File: src/rtl/cpu_ctrl_pkg.sv
// Shared types and constants for the multi-cycle control sequencer:
// opcode encodings, sequencer states, ALU operation codes and the
// control strobe bundle produced by the decoder.
package cpu_ctrl_pkg;

   localparam int ALU_OP_WIDTH = 4;

   // Sequencer states; T0..T7 are instruction steps, HALT is terminal
   typedef enum logic [3:0] {
      ST_T0   = 4'd0,
      ST_T1   = 4'd1,
      ST_T2   = 4'd2,
      ST_T3   = 4'd3,
      ST_T4   = 4'd4,
      ST_T5   = 4'd5,
      ST_T6   = 4'd6,
      ST_T7   = 4'd7,
      ST_HALT = 4'd8
   } state_t;

   typedef enum logic [ALU_OP_WIDTH-1:0] {
      ALU_ADD = 4'd0,
      ALU_SUB = 4'd1,
      ALU_AND = 4'd2,
      ALU_OR  = 4'd3
   } alu_op_t;

   // Opcode field IR[31:27]
   localparam logic [4:0] OP_LD   = 5'b00000;
   localparam logic [4:0] OP_LDI  = 5'b00001;
   localparam logic [4:0] OP_ST   = 5'b00010;
   localparam logic [4:0] OP_ADD  = 5'b00011;
   localparam logic [4:0] OP_SUB  = 5'b00100;
   localparam logic [4:0] OP_AND  = 5'b00101;
   localparam logic [4:0] OP_OR   = 5'b00110;
   localparam logic [4:0] OP_ADDI = 5'b01100;
   localparam logic [4:0] OP_ANDI = 5'b01101;
   localparam logic [4:0] OP_ORI  = 5'b01110;
   localparam logic [4:0] OP_BR   = 5'b10010;
   localparam logic [4:0] OP_JR   = 5'b10011;
   localparam logic [4:0] OP_NOP  = 5'b11000;
   localparam logic [4:0] OP_HALT = 5'b11001;

   // One bit per datapath strobe plus the ALU operation
   typedef struct packed {
      logic    pc_out;
      logic    pc_in;
      logic    inc_pc;
      logic    mar_in;
      logic    mdr_in;
      logic    mdr_out;
      logic    ir_in;
      logic    read;
      logic    write;
      logic    y_in;
      logic    z_in;
      logic    zlo_out;
      logic    c_out;
      logic    g_ra;
      logic    g_rb;
      logic    g_rc;
      logic    r_in;
      logic    r_out;
      logic    ba_out;
      logic    con_in;
      alu_op_t alu_op;
   } ctrl_t;

   function automatic logic is_rtype(input logic [4:0] op);
      return (op == OP_ADD) || (op == OP_SUB) || (op == OP_AND) || (op == OP_OR);
   endfunction

   function automatic logic is_imm(input logic [4:0] op);
      return (op == OP_ADDI) || (op == OP_ANDI) || (op == OP_ORI);
   endfunction

   // ALU operation used at T4 by the arithmetic/logic opcodes
   function automatic alu_op_t alu_of(input logic [4:0] op);
      case (op)
         OP_SUB:          return ALU_SUB;
         OP_AND, OP_ANDI: return ALU_AND;
         OP_OR,  OP_ORI:  return ALU_OR;
         default:         return ALU_ADD;
      endcase
   endfunction

   // Last step of each instruction; leaving it returns to T0 (or HALT on Stop)
   function automatic state_t last_state(input logic [4:0] op);
      if (is_rtype(op) || is_imm(op) || op == OP_LDI) return ST_T5;
      if (op == OP_LD || op == OP_ST)                  return ST_T7;
      if (op == OP_BR)                                 return ST_T6;
      return ST_T3;
   endfunction

endpackage

File: src/rtl/ctrl_decode.sv
// Purely combinational Moore decode: (state, opcode, CON_FF) -> strobes.
module ctrl_decode
   import cpu_ctrl_pkg::*;
(
   input  state_t     state,
   input  logic [4:0] opcode,
   input  logic       con_ff,
   output ctrl_t      ctrl
);

   logic rtype;
   logic imm;
   logic addr_calc;   // ld/ldi/st share the base+offset address steps

   assign rtype     = is_rtype(opcode);
   assign imm       = is_imm(opcode);
   assign addr_calc = (opcode == OP_LD) || (opcode == OP_LDI) || (opcode == OP_ST);

   // Strobe table per state, specialised by opcode from T3 on
   always_comb begin
      ctrl        = '0;
      ctrl.alu_op = ALU_ADD;
      case (state)
         ST_T0: begin
            ctrl.pc_out = 1'b1;
            ctrl.mar_in = 1'b1;
            ctrl.inc_pc = 1'b1;
         end
         ST_T1: begin
            ctrl.read   = 1'b1;
            ctrl.mdr_in = 1'b1;
         end
         ST_T2: begin
            ctrl.mdr_out = 1'b1;
            ctrl.ir_in   = 1'b1;
         end
         ST_T3: begin
            if (rtype || imm) begin
               ctrl.g_rb  = 1'b1;
               ctrl.r_out = 1'b1;
               ctrl.y_in  = 1'b1;
            end else if (addr_calc) begin
               ctrl.g_rb   = 1'b1;
               ctrl.ba_out = 1'b1;
               ctrl.y_in   = 1'b1;
            end else if (opcode == OP_BR) begin
               ctrl.g_ra   = 1'b1;
               ctrl.r_out  = 1'b1;
               ctrl.con_in = 1'b1;
            end else if (opcode == OP_JR) begin
               ctrl.g_ra  = 1'b1;
               ctrl.r_out = 1'b1;
               ctrl.pc_in = 1'b1;
            end
         end
         ST_T4: begin
            if (rtype) begin
               ctrl.g_rc   = 1'b1;
               ctrl.r_out  = 1'b1;
               ctrl.z_in   = 1'b1;
               ctrl.alu_op = alu_of(opcode);
            end else if (imm) begin
               ctrl.c_out  = 1'b1;
               ctrl.z_in   = 1'b1;
               ctrl.alu_op = alu_of(opcode);
            end else if (addr_calc) begin
               ctrl.c_out = 1'b1;
               ctrl.z_in  = 1'b1;
            end else if (opcode == OP_BR) begin
               ctrl.pc_out = 1'b1;
               ctrl.y_in   = 1'b1;
            end
         end
         ST_T5: begin
            if (rtype || imm || opcode == OP_LDI) begin
               ctrl.zlo_out = 1'b1;
               ctrl.g_ra    = 1'b1;
               ctrl.r_in    = 1'b1;
            end else if (opcode == OP_LD || opcode == OP_ST) begin
               ctrl.zlo_out = 1'b1;
               ctrl.mar_in  = 1'b1;
            end else if (opcode == OP_BR) begin
               ctrl.c_out = 1'b1;
               ctrl.z_in  = 1'b1;
            end
         end
         ST_T6: begin
            if (opcode == OP_LD) begin
               ctrl.read   = 1'b1;
               ctrl.mdr_in = 1'b1;
            end else if (opcode == OP_ST) begin
               // MDR loads from the bus here, so Read stays low
               ctrl.g_ra   = 1'b1;
               ctrl.r_out  = 1'b1;
               ctrl.mdr_in = 1'b1;
            end else if (opcode == OP_BR) begin
               ctrl.zlo_out = 1'b1;
               ctrl.pc_in   = con_ff;
            end
         end
         ST_T7: begin
            if (opcode == OP_LD) begin
               ctrl.mdr_out = 1'b1;
               ctrl.g_ra    = 1'b1;
               ctrl.r_in    = 1'b1;
            end else if (opcode == OP_ST) begin
               ctrl.write = 1'b1;
            end
         end
         default: ;
      endcase
   end

endmodule

File: src/rtl/control_unit.sv
// Multi-cycle control sequencer: state register, next-state/Stop logic,
// and gating of the decoded strobes so nothing is driven in reset or HALT.
module control_unit
   import cpu_ctrl_pkg::*;
#(
   parameter int ALU_OP_W = ALU_OP_WIDTH
) (
   input  logic                clock,
   input  logic                reset_n,
   input  logic [31:0]         IR_Out,
   input  logic                CON_FF,
   input  logic                Stop,
   output logic                PC_Out,
   output logic                PC_In,
   output logic                IncPC,
   output logic                MAR_In,
   output logic                MDR_In,
   output logic                MDR_Out,
   output logic                IR_In,
   output logic                Read,
   output logic                Write,
   output logic                Y_In,
   output logic                Z_In,
   output logic                Zlo_Out,
   output logic                C_Out,
   output logic                G_RA,
   output logic                G_RB,
   output logic                G_RC,
   output logic                R_In,
   output logic                R_Out,
   output logic                BA_Out,
   output logic                CON_In,
   output logic [ALU_OP_W-1:0] ALU_Op,
   output logic                Run
);

   state_t     state_reg, state_next;
   logic       active_reg;          // low until the first edge after reset release
   logic       stop_pending_reg, stop_pending_next;
   logic [4:0] opcode;
   logic       run;
   ctrl_t      dec_ctrl;
   ctrl_t      ctrl;
   logic       unused_ir;

   assign opcode    = IR_Out[31:27];
   assign unused_ir = ^IR_Out[26:0];
   assign run       = active_reg && (state_reg != ST_HALT);

   ctrl_decode u_decode (
      .state  (state_reg),
      .opcode (opcode),
      .con_ff (CON_FF),
      .ctrl   (dec_ctrl)
   );

   // State register; reset forces T0 and drops every strobe at once
   always_ff @(posedge clock or negedge reset_n) begin
      if (!reset_n) begin
         state_reg        <= ST_T0;
         active_reg       <= 1'b0;
         stop_pending_reg <= 1'b0;
      end else begin
         state_reg        <= state_next;
         active_reg       <= 1'b1;
         stop_pending_reg <= stop_pending_next;
      end
   end

   // Next state; a Stop seen at any time during an instruction is held
   // and only acted on when leaving that instruction's last step
   always_comb begin
      state_next        = state_reg;
      stop_pending_next = stop_pending_reg;
      if (!active_reg) begin
         state_next = ST_T0;
      end else begin
         stop_pending_next = stop_pending_reg | Stop;
         case (state_reg)
            ST_HALT: state_next = ST_HALT;
            default: begin
               if (state_reg == ST_T3 && opcode == OP_HALT)
                  state_next = ST_HALT;
               else if (state_reg == last_state(opcode))
                  state_next = (Stop || stop_pending_reg) ? ST_HALT : ST_T0;
               else
                  state_next = state_t'(state_reg + 4'd1);
            end
         endcase
      end
   end

   // Output decode, forced idle outside of normal execution
   always_comb begin
      ctrl        = '0;
      ctrl.alu_op = ALU_ADD;
      if (run)
         ctrl = dec_ctrl;
   end

   assign PC_Out  = ctrl.pc_out;
   assign PC_In   = ctrl.pc_in;
   assign IncPC   = ctrl.inc_pc;
   assign MAR_In  = ctrl.mar_in;
   assign MDR_In  = ctrl.mdr_in;
   assign MDR_Out = ctrl.mdr_out;
   assign IR_In   = ctrl.ir_in;
   assign Read    = ctrl.read;
   assign Write   = ctrl.write;
   assign Y_In    = ctrl.y_in;
   assign Z_In    = ctrl.z_in;
   assign Zlo_Out = ctrl.zlo_out;
   assign C_Out   = ctrl.c_out;
   assign G_RA    = ctrl.g_ra;
   assign G_RB    = ctrl.g_rb;
   assign G_RC    = ctrl.g_rc;
   assign R_In    = ctrl.r_in;
   assign R_Out   = ctrl.r_out;
   assign BA_Out  = ctrl.ba_out;
   assign CON_In  = ctrl.con_in;
   assign ALU_Op  = ALU_OP_W'(ctrl.alu_op);
   assign Run     = run;

   // Strobe exclusivity invariants
   a_one_sel : assert property (@(posedge clock) disable iff (!reset_n)
      $onehot0({G_RA, G_RB, G_RC}));
   a_rin_excl : assert property (@(posedge clock) disable iff (!reset_n)
      !(R_In && (R_Out || BA_Out)));
   a_rw_excl : assert property (@(posedge clock) disable iff (!reset_n)
      !(Read && Write));
   a_one_drv : assert property (@(posedge clock) disable iff (!reset_n)
      $onehot0({PC_Out, MDR_Out, Zlo_Out, C_Out, R_Out, BA_Out}));

endmodule
File: config.mk
export PLATFORM = sky130hd
export DESIGN_NAME = control_unit
export DESIGN_NICKNAME = d
export VERILOG_FILES = /design/src/rtl/cpu_ctrl_pkg.sv /design/src/rtl/ctrl_decode.sv /design/src/rtl/control_unit.sv
export SDC_FILE = /design/constraint.sdc
export NUM_CORES = 1
export LEC_CHECK = 0
export BUFFER_PORTS_ARGS = -buffer_cell sky130_fd_sc_hd__buf_2
export CAP_MARGIN = 20
export CORE_ASPECT_RATIO = 1.5
export CORE_MARGIN = 4
export CORE_UTILIZATION = 40
export DETAILED_ROUTE_END_ITERATION = 7
export HOLD_SLACK_MARGIN = 0.1
export PLACE_DENSITY_LB_ADDON = 0.2
export SETUP_SLACK_MARGIN = 0.2
export SYNTH_ARGS = -nofsm -noshare
export SYNTH_HDL_FRONTEND = slang
export SYNTH_SLANG_ARGS = --single-unit
export TNS_END_PERCENT = 30
File: constraint.sdc
create_clock -name clock -period 5.56 [get_ports clock]
set_input_delay 0.556 -clock clock [delete_from_list [all_inputs] [get_ports clock]]
set_output_delay 0.556 -clock clock [all_outputs]
set_load 0.05 [all_outputs]
==> impl_metrics.toml, run 1 <==
[critical_path]
r2r_slack_ps = 3280
crit_type = "primary input to primary output"
r2r_cells = 6
critical_path_required_ps = 5000
cp.arrival_ps = 2510
cp-start-kind = "primary input"
r2r-start = "state_reg[0]$_DFF_PN0_"
worstReg2RegEnd = "state_reg[3]$_DFF_PN0_"
cp-end-kind = "primary output"
cp_max_fo = 17

[place]
hpwl_um = 2110
port_buffers = 31
place_worst_setup_slack_ps = 2540
gp_congestion = 0.847
dp_cells = 186

[sta]
fmax_mhz = 326
setup_viol = 0
hold_viol_final = 0
min_period_ps = 3070
skew_ps = 2.60
post-route-period-util_pct = 55.2
setup_tns_ps = 0
whs_ps = 125
setup_ws_ps = 2490
grt_setup_unrepaired = "false"
max_slew.worst_pin.slew_ps = 807
max_slew_margin_pct = 45.7
final-max-slew-violation-count = 0

[clock_network]
clk_latency_ps = 240
cts_max_level = 1
tritoncts = "built"
root_buffer = "clkbuf_4"
numClockSinks = 6
cts_buffer_depth = 2
hold_buffers = 0
path_clk_slew_ps = 40
cts_setup_buffers = 0
cts_buffers = 3
cts_resized = 0

[yosys]
synth_top_family_by_area = "simple AND/OR/NAND/NOR gates"
yosysUniqueCellTypes = 43
synth_ff_type = "dfrtp_1"
synth_simple_gate_area_share_pct = 35.8
syn-mean-instance-area_um2 = 6.93
synthCells = 142
ys_seq_area_share_pct = 15.3
synthesis.area_um2 = 983
synthArstFlopShare_pct = 100
synthXorXnorAreaFrac_pct = 2.67
synthAdderAreaFrac_pct = 5.09
synth-edff-count = 0
synth_compound_area_share_pct = 28.8
yosysWarnings = 0
muxShareOfSynthArea_pct = 1.02
ys_seq_elements = 6

[die]
rows = 21
io_pins = 61
fp.dieW_um = 48.5
coreArea_um2 = 2290
die_h_um = 68.7
dieArea_um2 = 3330
initial_core_util_pct = 43.0

[detailed_routing]
avgViaCountPerCell = 5.79
firstDrtPassIters = 4
wl_per_cell_um = 14.2
drcViolationCount = 0
vias = 1095
drtIter0Drc = 24
drtAntennaViolNets = 0
wirelength_um = 2680

[power]
vdd_drop_max_mv = 0.200
powerDensity_nw_per_um2 = 307
power.leakage_nw = 0.495

[cells_and_area]
final_common_cell = "buf_2"
area_growth_pct = 14.1
drive_above_1_share_pct = 23.5
largest_reg_flops = 4
finalNetCount = 208
fin_cells = 189
antenna_cells = 0
final_cell_mix = "31 x buf_2, 15 x nor2_1, 9 x inv_1, 9 x nand2_1, 9 x a21oi_1"

[job]
maxCapViolations = 0

[global_routing]
grt_usage_pct = 16.4
grt_start_max_net_pins = 18
grt_pass1_vias = 1046
grt_pass1_wl_um = 4530
grt_antenna_before_repair = 0
grt-ovfl-total = 0

[status]
status = "finished clean"

[hold_path]
hold_class = "primary input to asynchronous set/reset pin"
-- worst max-delay path, cell delays in order --
cell,delay [ps]
buf_2,200
nor4_1,730
nand2_1,120
nor2_1,150
o21ai_0,130
a221oi_1,300
buf_2,320
-- synth_stat cells (3+ instances only) --
| cell | instances | area share, % |
|---|---|---|
| nand4_1 | 3 | 1.9 |
| dfrtp_1 | 6 | 15 |
| nor2b_1 | 6 | 3.8 |
| nand3_1 | 7 | 3.6 |
| nor3b_1 | 3 | 2.3 |
| a211oi_1 | 3 | 2.3 |
| clkbuf_1 | 6 | 2.3 |
| nand2_1 | 9 | 3.4 |
| inv_1 | 9 | 3.4 |
| o21a_1 | 4 | 3.1 |
| a21oi_1 | 9 | 4.6 |
| nor2_1 | 15 | 5.7 |
| o211ai_1 | 3 | 2.3 |
| buf_6 | 3 | 3.4 |
| ha_1 | 4 | 5.1 |
| nand2b_1 | 6 | 3.8 |
| and3_1 | 3 | 1.9 |
| o21ai_0 | 7 | 3.6 |
| nor3_1 | 3 | 1.5 |
-- power by group --
group / leakage, nW / internal [W] / total [W] / switching (W)
Combinational: 0.408 / 0.0000670 / 0.000232 / 0.000165
Sequential: 0.0733 / 0.0000543 / 0.0000747 / 0.0000204
Clock: 0.0138 / 0.0000243 / 0.0000384 / 0.0000141
-- metal layers --
metal	global-route usage (%)	up-vias	part of all wire, %
met3	1.29	4	4.2
met2	29.9	30	53
met1	19.0	511	42
met4	8.75	0	1.1
met5	0	-	0
li1	-	550	-
-- final cells by class --
type                            instances  area (µm²)
Inverter                                9        33.8
Fill cell                             251        1160
Timing Repair Buffer                   31         155
Multi-Input combinational cell        117         732
Sequential cell                         6         150
Clock buffer                            3        22.5
Tap cell                               23        28.8
-- worst max-delay path by stage --
stage / depth (start not counted) / from / end / slack, ps
final: 7 / IR_Out[29] / G_RA / 2490
after global routing: 7 / IR_Out[29] / G_RA / 2240
after CTS: 7 / IR_Out[29] / G_RA / 2530
after detailed placement: 7 / IR_Out[29] / G_RA / 2540
after global placement: 7 / IR_Out[29] / G_RA / 2580
after floorplan: 7 / IR_Out[29] / G_RA / 2120
-- cell families after synthesis --
| group | Yosys count |
|---|---|
| AND/OR/NAND/NOR | 65 |
| adder cells (fa/ha/maj) | 4 |
| buffers and inverters | 20 |
| AO/OA/AOI/OAI | 41 |
| XOR/XNOR | 3 |
| flip-flops | 6 |
| other | 2 |
| multiplexers | 1 |
-- stage by stage --
| step | power, W | area, µm² | util [%] |
|---|---|---|---|
| 6_report | 0.000345 | 1120 | 49.1 |
| 2_1_floorplan | 0.000257 | 987 | - |
| 4_1_cts | 0.000346 | 1120 | 49.1 |
| 3_5_place_dp | 0.000305 | 1100 | 48.1 |
| 3_3_place_gp | 0.000302 | 1100 | 48.1 |
| 5_1_grt | 0.000376 | 1120 | 49.1 |
Power figures use the tool's default switching activity.
==> inputs of run 2 (changes only) <==
- ABC_AREA: unset -> 1
- CORE_UTILIZATION: 40 -> 37
- clock period: 5.56 -> 2.6 ns (I/O delays scaled with it)
==> run 2 against run 1 <==
Net effect:
- wire length down 8.8%
- power up 45%
- die area down 3.1%
- area after synthesis down 11%
- clock power up 110%
==> impl_metrics.toml, run 2 <==
[power]
powerDensity_nw_per_um2 = 445
vdd_drop_max_mv = 0.332
power.leakage_nw = 0.635
p_sw_share_pct = 52.9
clockPowerShare_pct = 15.8
power.internal_w = 0.000235
pwr-share-comb_pct = 59.8
power_switching_w = 0.000264
sequentialPowerShare_pct = 24.4

[sta]
grt_setup_unrepaired = "true"
min_period_ps = 2340
setup_tns_ps = 0
setup_ws_ps = 262
fmax_mhz = 428
hold_viol_final = 0
post-route-period-util_pct = 89.9
final-max-slew-violation-count = 0
setup_viol = 0
skew_ps = 0.211

[hold_path]
min_from = "Stop"
holdPathEnd = "stop_pending_reg$_DFFE_PN0P_"
min_path_cells = 3
hold_class = "primary input to flip-flop"

[detailed_routing]
vias = 1070
drtIter0Drc = 30
firstDrtPassIters = 4
wirelength_um = 2440
wl_per_cell_um = 11.7
avgViaCountPerCell = 5.14
drcViolationCount = 0
drtAntennaViolNets = 0

[critical_path]
r2r_cells = 6
cp_max_fo = 9
critical_path_required_ps = 2340
worstReg2RegEnd = "state_reg[0]$_DFF_PN0_"
cp-end-kind = "primary output"
cp-start-kind = "flip-flop"
r2r-start = "state_reg[0]$_DFF_PN0_"
crit_type = "flip-flop to primary output"
cp.arrival_ps = 2080
r2r_slack_ps = 980

[die]
die_h_um = 67.6
fp.dieW_um = 47.8
coreArea_um2 = 2260
io_pins = 61
dieArea_um2 = 3230
rows = 21
initial_core_util_pct = 38.8

[place]
dp_cells = 204
hpwl_um = 2120
place_worst_setup_slack_ps = 505
place_area_um2 = 1070
port_buffers = 31
gp_congestion = 0.855

[cells_and_area]
fin_cells = 208
finalNetCount = 227
multiInputGateArea_um2 = 613
fin_area_um2 = 1120
largest_reg_flops = 4
final_common_cell = "inv_1"
drive_above_1_share_pct = 30.3
fillerInstances = 256
final_cell_mix = "30 x inv_1, 27 x buf_2, 25 x nand2_1"
seqCellArea_um2 = 150
area_growth_pct = 27.8
antenna_cells = 0

[yosys]
synth_top_area_share_pct = 17.1
synth-edff-count = 0
synth.largest_area_cell = "dfrtp_1"
synth_top_cells_by_area = "dfrtp_1 17%, inv_1 13%, nand2_1 11%"
syn-mean-instance-area_um2 = 5.77
synthesis.area_um2 = 877
netlist_top_cells_count = "30 x inv_1, 25 x nand2_1, 25 x nor2_1, 8 x nand3_1, 8 x nand4_1"
synth_ff_type = "dfrtp_1"
ys_seq_area_share_pct = 17.1
synth_most_common_cell = "inv_1"
synthArstFlopShare_pct = 100
yosysUniqueCellTypes = 28
yosysWarnings = 0
synthCells = 152
ys_seq_elements = 6

[global_routing]
grt_antenna_before_repair = 0
grt_usage_pct = 16.3
grt_start_max_net_pins = 10
grt_pass1_wl_um = 3880
grt_pass1_vias = 967
grt-ovfl-total = 0

[clock_network]
clk_latency_ps = 230
cts_buffer_depth = 2
path_clk_slew_ps = 40
cts_buffers = 3
cts_max_level = 1
numClockSinks = 6
cts_setup_buffers = 0
root_buffer = "clkbuf_4"
tritoncts = "built"

[job]
maxCapViolations = 0

[status]
status = "finished clean"
==> run 2: cell count changes in the layout (fill, tap and decap cells not counted), sizes merged, moves of 3 or more <==
| cell | previous run | this run |
|---|---|---|
| nor2b | 6 | 0 |
| and3 | 3 | 0 |
| nand4 | 3 | 8 |
| nor3b | 3 | 0 |
| nand2b | 6 | 0 |
| nand2 | 9 | 29 |
| o211ai | 4 | 1 |
| o21a | 4 | 0 |
| nand3 | 7 | 10 |
| nor2 | 15 | 28 |
| inv | 9 | 33 |
| clkbuf | 3 | 6 |
==> run 2: worst max path at each step <==
stage / depth (start not counted) / startpoint / endpoint / slack, ps
floorplan: 8 / state_reg[0]$_DFF_PN0_ / Read / 60
global placement: 11 / state_reg[0]$_DFF_PN0_ / R_Out / 550
detailed placement: 11 / state_reg[0]$_DFF_PN0_ / R_Out / 510
CTS: 11 / state_reg[0]$_DFF_PN0_ / R_Out / 240
global route: 9 / state_reg[0]$_DFF_PN0_ / Read / 140
finish: 9 / state_reg[0]$_DFF_PN0_ / Read / 260
==> run 2: repair_timing <==
action,CTS,global route
endpoints found under the hold margin,6,0
endpoints found under the setup margin,0,6
gates resized for setup,0,7
hold buffers,1,0
==> run 2: kinds of logic (layout without fill, tap and decap cells) <==
kind of cell | Yosys count | count (layout) | synth area share (%)
adders and majority gates | 4 | 4 | 5.71
xor gates and xnor gates | 2 | 2 | 2.00
other | 2 | 3 | 0.856
buffers and inverters | 37 | 69 | 17.3
AOI/OAI and AO/OA | 23 | 23 | 16.4
and+or+nand+nor | 78 | 78 | 40.7
DFF | 6 | 6 | 17.1
==> run 2: metrics by stage <==
stage | hold WS, ps | util [%] | power [W]
final | 281 | 49.6 | 0.000499
after global routing | 291 | 49.6 | 0.000544
after CTS | 281 | 48.9 | 0.000501
after detailed placement | 84.9 | 47.5 | 0.000417
after global placement | 83.0 | 47.5 | 0.000414
after floorplan | -35.6 | - | 0.000351
==> run 2: cell type report <==
cell class | count | share of cell area [%]
multi-input combinational | 110 | 54.7
inverter | 33 | 11.0
tap | 23 | 2.57
sequential | 6 | 13.4
timing repair buffer | 33 | 16.3
clock buffer | 3 | 2.01
==> run 2: worst max-delay path, stage by stage (launching register included) <==
cell	delay, ps
dfrtp_1	450
inv_1	120
ha_1	220
inv_1	80
nor3_1	80
nor2_4	180
inv_2	120
a21oi_2	140
a21boi_4	170
buf_2	270
==> run 2: metal layers <==
metal,track usage (%),routed length (µm),vias to the layer above
li1,-,-,549
met1,17.3,952,476
met2,28.8,1270,39
met3,2.67,168,6
met4,8.75,47,0
met5,0,0,-
==> run 2: power by group through the flow <==
| stage | clock [W] | sequential (W) | combinational [W] |
|---|---|---|---|
| floorplan | 0 | 0.000116 | 0.000235 |
| global placement | 0 | 0.000123 | 0.000291 |
| detailed placement | 0 | 0.000124 | 0.000294 |
| CTS | 0.0000827 | 0.000122 | 0.000296 |
| global route | 0.0000942 | 0.000124 | 0.000326 |
| finish | 0.0000788 | 0.000122 | 0.000299 |
==> inputs of run 3 (changes only) <==
- CELL_PAD_IN_SITES_DETAIL_PLACEMENT: unset -> 1
- CELL_PAD_IN_SITES_GLOBAL_PLACEMENT: unset -> 2
- CORE_UTILIZATION: 37 -> 16
==> run 3 against run 2 <==
Net effect:
- via count did not move
- global-route usage fell by 6.0 points
- hold slack improved by 32 ps
- register-to-register slack improved by 170 ps
- clock power rose by 70%
- combinational power rose by 5%
- power rose by 14%
- non-clock buffer count rose by 1
- sequential cell count did not move
- worst setup slack improved by 91 ps
- sequential power barely moved
- utilization fell by 26 points
- largest power group unchanged
- highest routed layer is now met3
==> impl_metrics.toml, run 3 (synthesis gave the netlist of run 2 again) <==
[place]
hpwl_um = 2970
place_area_um2 = 1140
port_buffers = 31
gp_congestion = 0.812
place_worst_setup_slack_ps = 444

[global_routing]
grtUsageMet2_pct = 19.7
grt_busiest_layer = "met2"
grt_usage_pct = 10.3
grt-ovfl-total = 0
grt_antenna_before_repair = 0
met1_usage_pct = 12.1
grt_use_met3_pct = 0.456
grt_pass1_wl_um = 5440
grt_start_max_net_pins = 10
grt_pass1_vias = 1112

[die]
io_pins = 61
fp.dieW_um = 68.5
die_h_um = 98.7
coreArea_um2 = 5250
initial_core_util_pct = 16.7
rows = 32
dieArea_um2 = 6750

[critical_path]
cp_max_fo = 9
cp-start-kind = "flip-flop"
r2r_cells = 7
critical_path_required_ps = 2340
path_common_cell = "inv_1"
crit_type = "flip-flop to primary output"
max_stage_delay_ps = 410
cp_slowest_cell = "dfrtp_2"
cp.arrival_ps = 1990
cp-end-kind = "primary output"
cp_cell_sequence = "inv_1 -> ha_1 -> inv_1 -> nor3_2 -> nor2_4 -> inv_2 -> a21oi_2 -> a21boi_4 -> clkbuf_4"

[clock_network]
cts_buffers = 3
tritoncts = "built"
cts_setup_buffers = 0
clk_latency_ps = 220
cts_max_level = 1
root_buffer = "clkbuf_8"
path_clk_slew_ps = 30
cts_buffer_depth = 2
numClockSinks = 6

[detailed_routing]
firstDrtPassIters = 4
drtAntennaViolNets = 0
vias = 1070
avgViaCountPerCell = 4.21
wl_per_cell_um = 13.2
wirelength_um = 3360
drcViolationCount = 0
drtIter0Drc = 40

[hold_path]
min_path_cells = 3
hold_class = "primary input to flip-flop"

[sta]
grt_setup_unrepaired = "true"
setup_ws_ps = 353
min_period_ps = 2250
setup_viol = 0
final-max-slew-violation-count = 0
skew_ps = 0.215
setup_tns_ps = 0
hold_viol_final = 0
post-route-period-util_pct = 86.4
fmax_mhz = 445

[power]
vdd_drop_max_mv = 0.304
powerDensity_nw_per_um2 = 471
power.leakage_nw = 0.647

[job]
maxCapViolations = 0

[cells_and_area]
fin_area_um2 = 1210
drive_above_1_share_pct = 32.8
finalNetCount = 228
area_growth_pct = 38.4
largest_reg_flops = 4
final_common_cell = "inv_1"
final_util_pct = 23.1
final_cell_mix = "30 x inv_1, 27 x buf_2, 25 x nand2_1"
antenna_cells = 0

[status]
status = "finished clean"
[run 3: changes by cell type in the layout (fill, tap and decap cells not counted), sizes merged]
cell,before,now
clkbuf,6,5
buf,29,31
[run 3: critical path, delay by kind of cell, from the launching register on]
family / cells / cell delay, ps
AO/OA/AOI/OAI: 2 / 320
AND/OR/NAND/NOR: 2 / 260
buffers and inverters: 4 / 570
adder cells (fa/ha/maj): 1 / 210
flip-flops: 1 / 410
[run 3: repair_timing]
| action | 4_1_cts | 5_1_grt |
|---|---|---|
| resized for setup | 0 | 12 |
| hold endpoints to repair | 6 | 0 |
| endpoints found under the setup margin | 0 | 8 |
| hold buffers | 1 | 0 |
[run 3: power breakdown]
| part | total [W] | leakage (nW) | internal, W | switching (W) |
|---|---|---|---|---|
| Combinational | 0.000313 | 0.554 | 0.0000823 | 0.000230 |
| Sequential | 0.000124 | 0.0711 | 0.000107 | 0.0000176 |
| Clock | 0.000134 | 0.0216 | 0.0000990 | 0.0000350 |
| Total | 0.000571 | 0.647 | 0.000288 | 0.000283 |
[run 3: layout make-up]
class | count | area [µm²]
fill | 674 | 4030
multi-input combinational | 110 | 621
timing repair buffer | 34 | 190
sequential | 6 | 153
inverter | 33 | 124
tap | 68 | 85.1
clock buffer | 3 | 41.3
[run 3: routing by layer]
| layer | vias to the layer above | share of wire (%) |
|---|---|---|
| met5 | - | 0 |
| met4 | 0 | 0 |
| met3 | 0 | 3.8 |
| met2 | 21 | 55 |
| met1 | 503 | 41 |
| li1 | 546 | - |
[run 3: path summary, 6_finish.rpt]
path	start	endpoint	slack [ps]
max	state_reg[0]$_DFF_PN0_	Read	350
min	Stop	stop_pending_reg$_DFFE_PN0P_	310
max reg2reg	state_reg[0]$_DFF_PN0_	state_reg[1]$_DFF_PN0_	1150
min reg2reg	stop_pending_reg$_DFFE_PN0P_	stop_pending_reg$_DFFE_PN0P_	460
max in group asynchronous	reset_n	state_reg[0]$_DFF_PN0_	2040
min in group asynchronous	reset_n	state_reg[2]$_DFF_PN0_	410
[run 3: stage by stage]
step	total power (W)	instances	hold slack [ps]
5_1_grt	0.000623	254	359
4_1_cts	0.000575	254	314
2_1_floorplan	0.000351	153	-35.6
3_3_place_gp	0.000434	250	84.6
3_5_place_dp	0.000435	250	86.9
6_report	0.000571	254	314
